$ cat config.mk
export PLATFORM = sky130hd
export DESIGN_NAME = decode_stage
export DESIGN_NICKNAME = d
export VERILOG_FILES = /design/src/rtl/decode_stage.sv
export SDC_FILE = /design/constraint.sdc
export NUM_CORES = 1
export LEC_CHECK = 0
export ABC_AREA = 1
export CORE_ASPECT_RATIO = 1.5
export CORE_UTILIZATION = 41
export DETAILED_ROUTE_END_ITERATION = 7
export PLACE_DENSITY = 0.75
export SYNTH_ARGS = -nofsm -noshare
export SYNTH_HDL_FRONTEND = slang
export SYNTH_SLANG_ARGS = --single-unit
$ cat constraint.sdc
create_clock -name clk -period 1.4 [get_ports clk]
set_input_delay 0.42 -clock clk [delete_from_list [all_inputs] [get_ports clk]]
set_output_delay 0.42 -clock clk [all_outputs]
set_load 0.03 [all_outputs]
$ cat src/rtl/decode_stage.sv
// Decode stage: combinational D-stage decode feeding a registered E-stage control bundle,
// with a small FSM that inserts bubbles behind a multi-cycle MUL.
module decode_stage #(
  parameter int unsigned MUL_CYCLES    = 3,
  parameter bit          CHECK_ILLEGAL = 1'b1
) (
  input  logic        clk,
  input  logic        rst_n,
  input  logic [31:0] InstrD,
  input  logic        ValidD,
  input  logic        StallE,
  input  logic        FlushE,
  output logic [1:0]  RegSrcD,
  output logic [1:0]  ImmSrcD,
  output logic        RegWriteE,
  output logic        MemWriteE,
  output logic        MemtoRegE,
  output logic        BranchE,
  output logic        ALUSrcE,
  output logic        PCSrcE,
  output logic [2:0]  ALUControlE,
  output logic [1:0]  FlagWriteE,
  output logic [3:0]  CondE,
  output logic        ValidE,
  output logic        IllegalE,
  output logic        MulBusy
);

  typedef struct packed {
    logic       reg_write;
    logic       mem_write;
    logic       mem_to_reg;
    logic       branch;
    logic       alu_src;
    logic       pc_src;
    logic [2:0] alu_ctrl;
    logic [1:0] flag_write;
    logic [3:0] cond;
    logic       valid;
    logic       illegal;
  } ctrl_t;

  typedef enum logic [0:0] {StIdle, StMulB} state_e;

  ctrl_t      dec, e_q;
  state_e     state_q;
  logic [3:0] cnt_q;
  logic [1:0] op;
  logic [5:0] funct;
  logic       illegal, is_mul, is_add_sub, is_cmp, mul_start;
  logic       unused_bits;

  assign op          = InstrD[27:26];
  assign funct       = InstrD[25:20];
  assign unused_bits = ^{InstrD[19:16], InstrD[11:0]};

  always_comb begin
    dec        = '0;
    RegSrcD    = 2'b00;
    ImmSrcD    = 2'b00;
    illegal    = 1'b0;
    is_mul     = 1'b0;
    is_add_sub = 1'b0;
    is_cmp     = 1'b0;
    dec.cond   = InstrD[31:28];
    dec.valid  = 1'b1;
    case (op)
      2'b00: begin
        dec.alu_src   = funct[5];
        dec.reg_write = 1'b1;
        case (funct[4:1])
          4'b0100: begin dec.alu_ctrl = 3'b011; is_add_sub = 1'b1; end
          4'b0010: begin dec.alu_ctrl = 3'b010; is_add_sub = 1'b1; end
          4'b0000: dec.alu_ctrl = 3'b000;
          4'b1100: dec.alu_ctrl = 3'b101;
          4'b1101: dec.alu_ctrl = 3'b001;
          4'b0001: begin dec.alu_ctrl = 3'b110; is_mul = 1'b1; end
          4'b1111: begin dec.alu_ctrl = 3'b100; is_cmp = 1'b1; end
          default: illegal = 1'b1;
        endcase
        dec.flag_write = {funct[0], funct[0] & is_add_sub};
        if (is_cmp) begin
          dec.flag_write = 2'b11;
          dec.reg_write  = 1'b0;
        end
      end
      2'b01: begin
        ImmSrcD      = 2'b01;
        dec.alu_src  = 1'b1;
        dec.alu_ctrl = 3'b011;
        if (funct[0]) begin
          dec.mem_to_reg = 1'b1;
          dec.reg_write  = 1'b1;
        end else begin
          RegSrcD       = 2'b10;
          dec.mem_write = 1'b1;
        end
      end
      2'b10: begin
        RegSrcD      = 2'b01;
        ImmSrcD      = 2'b10;
        dec.alu_src  = 1'b1;
        dec.branch   = 1'b1;
        dec.alu_ctrl = 3'b011;
      end
      default: illegal = 1'b1;
    endcase
    // PC redirect is evaluated on the already-gated write enables.
    dec.pc_src = ((InstrD[15:12] == 4'hF) & dec.reg_write) | dec.branch;
    if (illegal) begin
      dec         = '0;
      dec.valid   = CHECK_ILLEGAL;
      dec.illegal = CHECK_ILLEGAL;
    end
    if (!ValidD) dec = '0;
  end

  assign mul_start = ValidD & is_mul & ~illegal & (MUL_CYCLES > 1);

  always_ff @(posedge clk or negedge rst_n) begin
    if (!rst_n) begin
      e_q     <= '0;
      state_q <= StIdle;
      cnt_q   <= 4'd0;
    end else if (FlushE) begin
      e_q     <= '0;
      state_q <= StIdle;
      cnt_q   <= 4'd0;
    end else if (!StallE) begin
      if (state_q == StMulB) begin
        e_q <= '0;
        if (cnt_q <= 4'd1) begin
          state_q <= StIdle;
          cnt_q   <= 4'd0;
        end else begin
          cnt_q <= cnt_q - 4'd1;
        end
      end else begin
        e_q <= dec;
        if (mul_start) begin
          state_q <= StMulB;
          cnt_q   <= 4'(MUL_CYCLES - 1);
        end
      end
    end
  end

  assign MulBusy     = (state_q == StMulB);
  assign RegWriteE   = e_q.reg_write;
  assign MemWriteE   = e_q.mem_write;
  assign MemtoRegE   = e_q.mem_to_reg;
  assign BranchE     = e_q.branch;
  assign ALUSrcE     = e_q.alu_src;
  assign PCSrcE      = e_q.pc_src;
  assign ALUControlE = e_q.alu_ctrl;
  assign FlagWriteE  = e_q.flag_write;
  assign CondE       = e_q.cond;
  assign ValidE      = e_q.valid;
  assign IllegalE    = e_q.illegal;

endmodule

; ---- Word-level counts from Yosys, hierarchy flattened
; Index checks and enable logic that the tools add are counted.
[word_totals]
ff_bits = 22
in_bits = 37
output_inout_bits = 22
[classes]
add_sub_neg = 1
magnitude_cmp = 1
n_eq_ne = 10
muxes = 37
n_bitwise = 6
reduce_logical = 7
[op_table]
columns = cell, n
row1 = $mux W17, 5
row2 = $mux W4, 5
row3 = $pmux W3 S6, 1
row4 = $eq A4 B4 Y1 const B, 4
row5 = $mux W1, 16
row6 = $mux W2, 4
row7 = $pmux W2 S2, 2
row8 = $reduce_or A7 Y1, 1
row9 = $pmux W1 S2, 3
row10 = $pmux W3 S2, 1
row11 = $and A1 B1 Y1, 4
row12 = $eq A4 B1 Y1 const B, 1
row13 = $eq A4 B2 Y1 const B, 1
row14 = $eq A4 B3 Y1 const B, 1
row15 = $le A4 B1 Y1 const B, 1
row16 = $logic_not A4 Y1, 1
row17 = $reduce_or A2 Y1, 2
row18 = $sub A4 B1 Y4 const B, 1
row19 = $reduce_bool A3 Y1, 1
row20 = $eq A2 B1 Y1 const B, 1
row21 = $eq A2 B2 Y1 const B, 1
row22 = $logic_not A2 Y1, 1
row23 = $ne A2 B1 Y1 const B, 1
row24 = $reduce_and A2 Y1, 1
row25 = other kinds (2), 2

; ---- Longest topological paths before layout
; Gate-level depths: netlist of run 1.
[logic_depth]
depth_word = 12
depth_mapped = 10
mapped_depth_nobuf = 10

; ---- Worst setup path after synthesis of run 1
; No wires, ideal clock.
[synth_timing]
path_kind = input to register
start = input InstrD[26]
end = register e_q, in the netlist MemWriteE
setup_time_ps = 117
arrival_ps = 1421
slack_ps = -139
cell_stages = 10
cell_sequence = inv_1 ha_1 clkbuf_1 nand3_1 nor2_2 nand2_4 nand3_4 inv_2 nand2_1 nand2_1
[synth_via]
elab_chain_len = 8
elab_cells_between_ends = 11
cone_classes = 2 x eq/ne / 7 x mux / 2 x reduce/logical
[synth_lines]
columns = item, line
row1 = from (decl), 9  ; input logic [31:0] InstrD,
row2 = $eq A2 B2 Y1 / $eq A2 B1 Y1 (equally long branches), 67  ; case (op)
row3 = $reduce_or A2 Y1 (no source line), -
row4 = $pmux W1 S2, 67
row5 = $mux W17 (*), 110  ; if (illegal) begin
row6 = $mux W17 (*), 115  ; if (!ValidD) dec = '0;
row7 = $mux W17 (*), 130  ; if (state_q == StMulB) begin
row8 = $mux W17 (*), 129  ; end else if (!StallE) begin
row9 = $mux W17 (*), 125  ; end else if (FlushE) begin
row10 = to (signal assigned), 122  ; e_q <= '0;
row11 = to (signal assigned), 126  ; e_q <= '0;
row12 = to (signal assigned), 131  ; e_q <= '0;
row13 = to (decl), 45  ; ctrl_t dec, e_q;
; Every way passes the cells marked *; elsewhere a longest branch is shown, timed or not. The select of a mux whose other input is x is not followed.
; A chain may end at the register's enable or synchronous reset.

; ---- Final worst setup path of run 1
[layout_timing]
start = input InstrD[27]
end = output RegSrcD[1]
[layout_via]
elab_chain_len = 2
elab_cells_between_ends = 3
cone_classes = 2 x eq/ne / 1 x mux
[layout_lines]
columns = item, line
row1 = $eq A2 B2 Y1 / $eq A2 B1 Y1 (equally long branches), 67
row2 = $pmux W2 S2 (*), 67
row3 = to (decl), 13  ; output logic [1:0] RegSrcD,
; Every way passes the cells marked *; elsewhere a longest branch is shown, timed or not.

==> metrics.yaml, run 1 <==
finalSetupViolCount: 3
rsz0062_at_grt: "true"
n_fill_cell: 235
path_delay_family: "buffers and inverters"
worstReg2RegEnd: "cnt_q[2]"
drt-wirelength-per-cell_um: 11.9
grt_pass1_vias: 1357
cp_data_arrival_time_ps: 1070
crit_slowest_cell: "buf_6"
finalNetCount: 279
p_leak_uw: 0.00108
htree_num_levels: 1
fp.dieW_um: 47.9
wl_met3_um: 100
final_cells: 272
regArea_sq_um: 551
clk_pin_slew_worst_paths_ps: 80
die_area_sq_um: 3400
ys_seq_elements: 22
drv_cap: 0
grt_pass1_wl_um: 5160
p_int_uw: 1210
worstPathRequired_ps: 980
worstPathMaxFanout: 3
met1_length_um: 1180
area_growth_syn_to_layout_pct: 63.2
slew_violations: 0
io_buffer_count: 42
p_sw_share_pct: 25.2
synthMostInstantiatedCell: "nand2_1"
n_antenna_cell: 0
syn_inst: 165
start_util_pct: 44.0
fp.dieH_um: 70.9
gp_congestion: 0.837
drt_iter0_markers: 17
period_share_pct: 106
hp-start: "CondE[0]"
place_hpwl_um: 2430
switchingPower_uw: 410
async_reset_ff_share_pct: 100
min_period_ps: 1490
cts_tree: "built"
cts_buffer_depth: 2
clkSinkCount: 22
ff2ff_setup_slack_ps: 40
drt-pass1-iter-count: 4
seq_power_share_pct: 40.6
yosysSeqAreaShare_pct: 42.5
ant_nets: 0
avgViaCountPerCell: 4.78
p_per_area_nw_per_um2: 768
synth_top_area_share_pct: 42.5
coreArea_sq_um: 2940
drt_wl_total_um: 3250
synth-edff-count: 0
detailedPlace.worstSlack_ps: -865
synth-main-ff-cell: "dfrtp_1"
end_kind: "primary output"
worst-path-buf-inv: 5
fmax_mhz: 673
r2r-start: "cnt_q[0]"
clk_latency_ps: 250
ys_types: 27
placed_cells: 261
ios: 59
crit_type: "in -> out"
multi_input_area_sq_um: 759
numCtsBuffers: 3
hold_class: "reg -> reg"
grt_max_degree: 23
antenna_found_initial: 0
status: "complete, but fails checks"
start_kind: "input pin"
synth_area_per_cell_sq_um: 7.86
power_frac_comb_pct: 23.8
met2_length_um: 1940
skew_ps: 1.68
clock-root-buffer: "clkbuf_8"
min_to: "CondE[0]"
peakVddDrop_mv: 0.491
finalHoldViolCount: 0
synthTopCellsByCount: "nand2_1, dfrtp_1, inv_1"
overflow: 0
netlist.top_cell.by_area: "dfrtp_1"
cp_common_cell: "buf_6"
clkPwrFrac_pct: 35.5
synthesis.nets: 210
synthTopCellsByArea: "dfrtp_1, nand2_1, ha_1, inv_1, nor2_1"
std_cell_rows: 24
drive_gt1_share_pct: 40.8
max_slew_margin_pct: 81.5
violations: "setup timing"
tightest_slew_ps: 277
highest_layer: "met4"
crit_chain: "buf_6, buf_6, inv_6, ha_4, inv_2, nor2_4, buf_6"
timing.final.ws_setup_ps: -86.9
hold_path_depth: 2
crit_start: "InstrD[27]"
fin_util_pct: 71.9
post-route-drc-count: 0
grt_use_total_pct: 20.1
fin_total_pwr_uw: 1620
yosys_warnings: 0
via_count: 1300
r2r_cells: 7
netlist_area_sq_um: 1300
critical-path-max-stage-delay_ps: 140
## state kept, by name (all words and copies together), names as in the netlist
register and flops:
cnt_q 4, FlagWriteE 2, ALUControlE 3, RegWriteE 1, ALUSrcE 1, MemtoRegE 1
IllegalE 1, CondE 4, MemWriteE 1, MulBusy 1, ValidE 1, BranchE 1
PCSrcE 1
## logic make-up (layout without fill, tap and decap cells)
kind of cell    count (synthesis)  count (layout)  share of synthesized area (%)
simple gates                   83              83                           28.7
buf+inv                        27              95                           8.11
compound gates                 23              23                           11.7
flops                          22              22                           42.5
fa+ha+maj                       8               8                           7.72
xor+xnor                        2               2                           1.35
## layout make-up
cell class	count	area share [%]
clock buffer	3	1.95
clock inverter	1	1.42
inverter	24	4.91
multi-input combinational	116	35.9
sequential	22	26.0
tap	39	2.31
timing repair buffer	67	27.5
## metrics by stage
| step | hold slack, ps | instance area [sq um] | setup TNS (ps) |
|---|---|---|---|
| 6_report | 496 | 2120 | -147 |
| 2_1_floorplan | 124 | 1330 | -51.9 |
| 3_3_place_gp | 464 | 1860 | -14580 |
| 5_1_grt | 527 | 2120 | -731 |
| 4_1_cts | 492 | 2010 | -215 |
| 3_5_place_dp | 471 | 1860 | -15320 |
## power by group through the flow
stage / logic [uW] / registers (uW) / clock network, uW
after global placement: 333 / 671 / 0
final: 387 / 659 / 577
after CTS: 357 / 659 / 584
after detailed placement: 340 / 672 / 0
after global routing: 422 / 661 / 615
after floorplan: 151 / 695 / 0
## cell usage in the layout, fill, tap and decap left out, types with 7 or more instances in the layout
| master | synthesis | layout |
|---|---|---|
| inv_1 | 16 | 11 |
| nor2_1 | 14 | 11 |
| nand2_2 | 0 | 7 |
| inv_2 | 8 | 10 |
| o21ai_1 | 7 | 8 |
| dfrtp_1 | 22 | 22 |
| clkdlybuf4s50_1 | 0 | 11 |
| nand2_1 | 52 | 45 |
| buf_4 | 1 | 38 |
| buf_6 | 0 | 11 |
## worst max-delay path by stage
| stage | cells after the start | endpoint |
|---|---|---|
| 3_5_place_dp | 4 | ImmSrcD[1] |
| 4_1_cts | 7 | RegSrcD[1] |
| 2_1_floorplan | 8 | MemWriteE |
| 6_report | 7 | RegSrcD[1] |
| 3_3_place_gp | 4 | ImmSrcD[1] |
| 5_1_grt | 7 | RegSrcD[1] |
## metal layers
layer | track usage, % | up-vias
li1 | - | 654
met1 | 19.7 | 611
met2 | 38.9 | 33
met3 | 2.81 | 2
met4 | 6.48 | 0
met5 | 0 | -
## worst min-delay path: cells and delay by family, from the launching register on
kind	cells	cell delay (ps)
AND/OR/NAND/NOR	2	120
flip-flops	1	350
## repair_timing
item,in CTS,in global routing
endpoints found under the setup margin,25,27
hold buffers,0,0
buffers inserted,4,3
resized for setup,43,28
pin swaps,6,14
cloned,0,0
No activity file was read; power rests on OpenSTA's default activity.
==> inputs of run 2 (changes only) <==
- ABC_CLOCK_PERIOD_IN_PS: unset -> 1400
==> results of run 2 <==
Same layout as run 1: the final DEF is identical, and so are final timing and power.
==> inputs of run 3 (changes only) <==
- ABC_CLOCK_PERIOD_IN_PS: 1400 -> 1500
- REMOVE_ABC_BUFFERS: unset -> 1
- clock period: 1.4 -> 1.5 ns (I/O delays scaled with it)
==> metrics.yaml, run 3 (synthesized netlist as in run 1, its figures left out) <==
status: "complete, no violations"  # was complete, but fails checks
grt_pass1_wl_um: 5560  # was 5160 um
period_share_pct: 99.7
area_growth_syn_to_layout_pct: 61.7  # was 63.2%
post-route-drc-count: 0  # unchanged
skew_ps: 5.01  # was 1.68 ps
grt_use_total_pct: 22.1  # was 20.1%
layout_common_cells: "nand2_1, buf_4, dfrtp_1, inv_1, clkdlybuf4s15_1"  # was nand2_1, buf_4, dfrtp_1
p_per_area_nw_per_um2: 727  # was 768 nW/um^2
ant_nets: 0  # unchanged
numCtsBuffers: 3  # unchanged
drt_iter0_markers: 27  # was 17
end_kind: "primary output"  # unchanged
worstPathMaxFanout: 2  # was 3
min_period_ps: 1500
cp_data_arrival_time_ps: 1050  # was 1070 ps
ios: 59  # unchanged
worst-path-buf-inv: 1  # was 5
hold_class: "reg -> reg"  # unchanged
io_buffer_count: 42  # unchanged
peakVddDrop_mv: 0.371  # was 0.491 mV
start_util_pct: 44.0  # unchanged
worstPathRequired_ps: 1050  # was 980 ps
hold_path_depth: 2  # unchanged
gp_congestion: 0.763  # was 0.837
fin_total_pwr_uw: 1520  # was 1620 uW
holdWs_ps: 485  # was 496 ps
finalNetCount: 278  # was 279
finalSetupViolCount: 0  # was 3
path_depth: 1  # was 7
place_hpwl_um: 2630  # was 2430 um
critical-path-max-stage-delay_ps: 390  # was 140 ps
r2r_cells: 7  # unchanged
overflow: 0  # unchanged
max_slew_margin_pct: 78.7  # was 81.5%
drive_gt1_share_pct: 32.3  # was 40.8%
via_count: 1326  # was 1300
crit_slowest_cell: "dfrtp_1"  # was buf_6
coreArea_sq_um: 2940  # unchanged
fmax_mhz: 669
clkSinkCount: 22  # unchanged
antenna_found_initial: 0  # unchanged
crit_type: "reg -> out"  # was in -> out
n_antenna_cell: 0  # unchanged
crit_chain: "clkdlybuf4s15_1"  # was buf_6, buf_6, inv_6, ha_4, inv_2, nor2_4, buf_6
fp.dieW_um: 47.9  # unchanged
finalHoldViolCount: 0  # unchanged
cts_hold_buf: 0  # unchanged
htree_num_levels: 1  # unchanged
layout_commonest_cell: "nand2_1"  # unchanged
drt-pass1-iter-count: 4  # unchanged
clock-root-buffer: "clkbuf_8"  # unchanged
fp.dieH_um: 70.9  # unchanged
drv_cap: 0  # unchanged
std_cell_rows: 24  # unchanged
drt_wl_total_um: 3550  # was 3250 um
p_leak_uw: 0.00107  # was 0.00108 uW
path_delay_family: "flip-flops"  # was buffers and inverters
die_area_sq_um: 3400  # unchanged
slew_violations: 0  # unchanged
tightest_slew_ps: 321  # was 277 ps
clk_pin_slew_worst_paths_ps: 80  # about the same
cts_tree: "built"  # unchanged
drt-wirelength-per-cell_um: 13.1  # was 11.9 um
grt_max_degree: 23  # unchanged
start_kind: "register"  # was input pin
clk_latency_ps: 270  # was 250 ps
cts_buffer_depth: 2  # unchanged
grt_pass1_vias: 1387  # was 1357
avgViaCountPerCell: 4.89  # was 4.78
## run 3: path summary, 6_finish.rpt
check,start,endpoint,slack [ps]
max in group asynchronous,rst_n,cnt_q[3],760
max reg2reg,cnt_q[0],cnt_q[3],120
min,CondE[3],CondE[3],490
min reg2reg,CondE[3],CondE[3],490
max,FlagWriteE[1],FlagWriteE[1],5
min in group asynchronous,rst_n,FlagWriteE[1],520
## run 3: final cells by class
cell class	count	area [sq um]
clock inverter	1	30.0
timing repair buffer	66	593
tap	39	48.8
fill	232	847
clock buffer	3	41.3
sequential	22	551
inverter	24	95.1
multi-input combinational	116	737
## run 3: per-stage QoR
step	utilization [%]	area [sq um]	setup WS [ps]	TNS, ps	std cells
final	71.2	2100	4.63	0	271
after CTS	68.3	2010	-42.1	-78.4	270
after floorplan	-	1280	-92.9	-286	162
after global routing	71.2	2100	-14.2	-30.3	271
after detailed placement	64.3	1890	-687	-14410	265
after global placement	64.3	1890	-599	-12750	265
## run 3: power by group
group | leakage, uW | total (uW) | internal, uW | switching (uW)
clock network | 0.0000357 | 555 | 357 | 198
registers | 0.000303 | 615 | 607 | 7.53
logic | 0.000729 | 354 | 162 | 192
total | 0.00107 | 1520 | 1130 | 398
## run 3: repair_timing
item | 4_1_cts | 5_1_grt
buffers inserted | 1 | 1
pin swaps | 2 | 13
gates resized for setup | 45 | 36
endpoints found under the setup margin | 37 | 33
## run 3: layer usage
layer / vias to the layer above / share of wire [%] / global-route usage, %
met5: - / 0 / 0
met4: 0 / 2.9 / 11.1
met3: 11 / 2.7 / 2.81
met2: 32 / 58 / 39.2
met1: 633 / 36 / 23.6
li1: 650 / - / -
## run 3: worst min-delay path, cell delays in order, from the launching register on
cell and delay, ps:
dfrtp_1 350, nand2_1 50, nand2_1 50
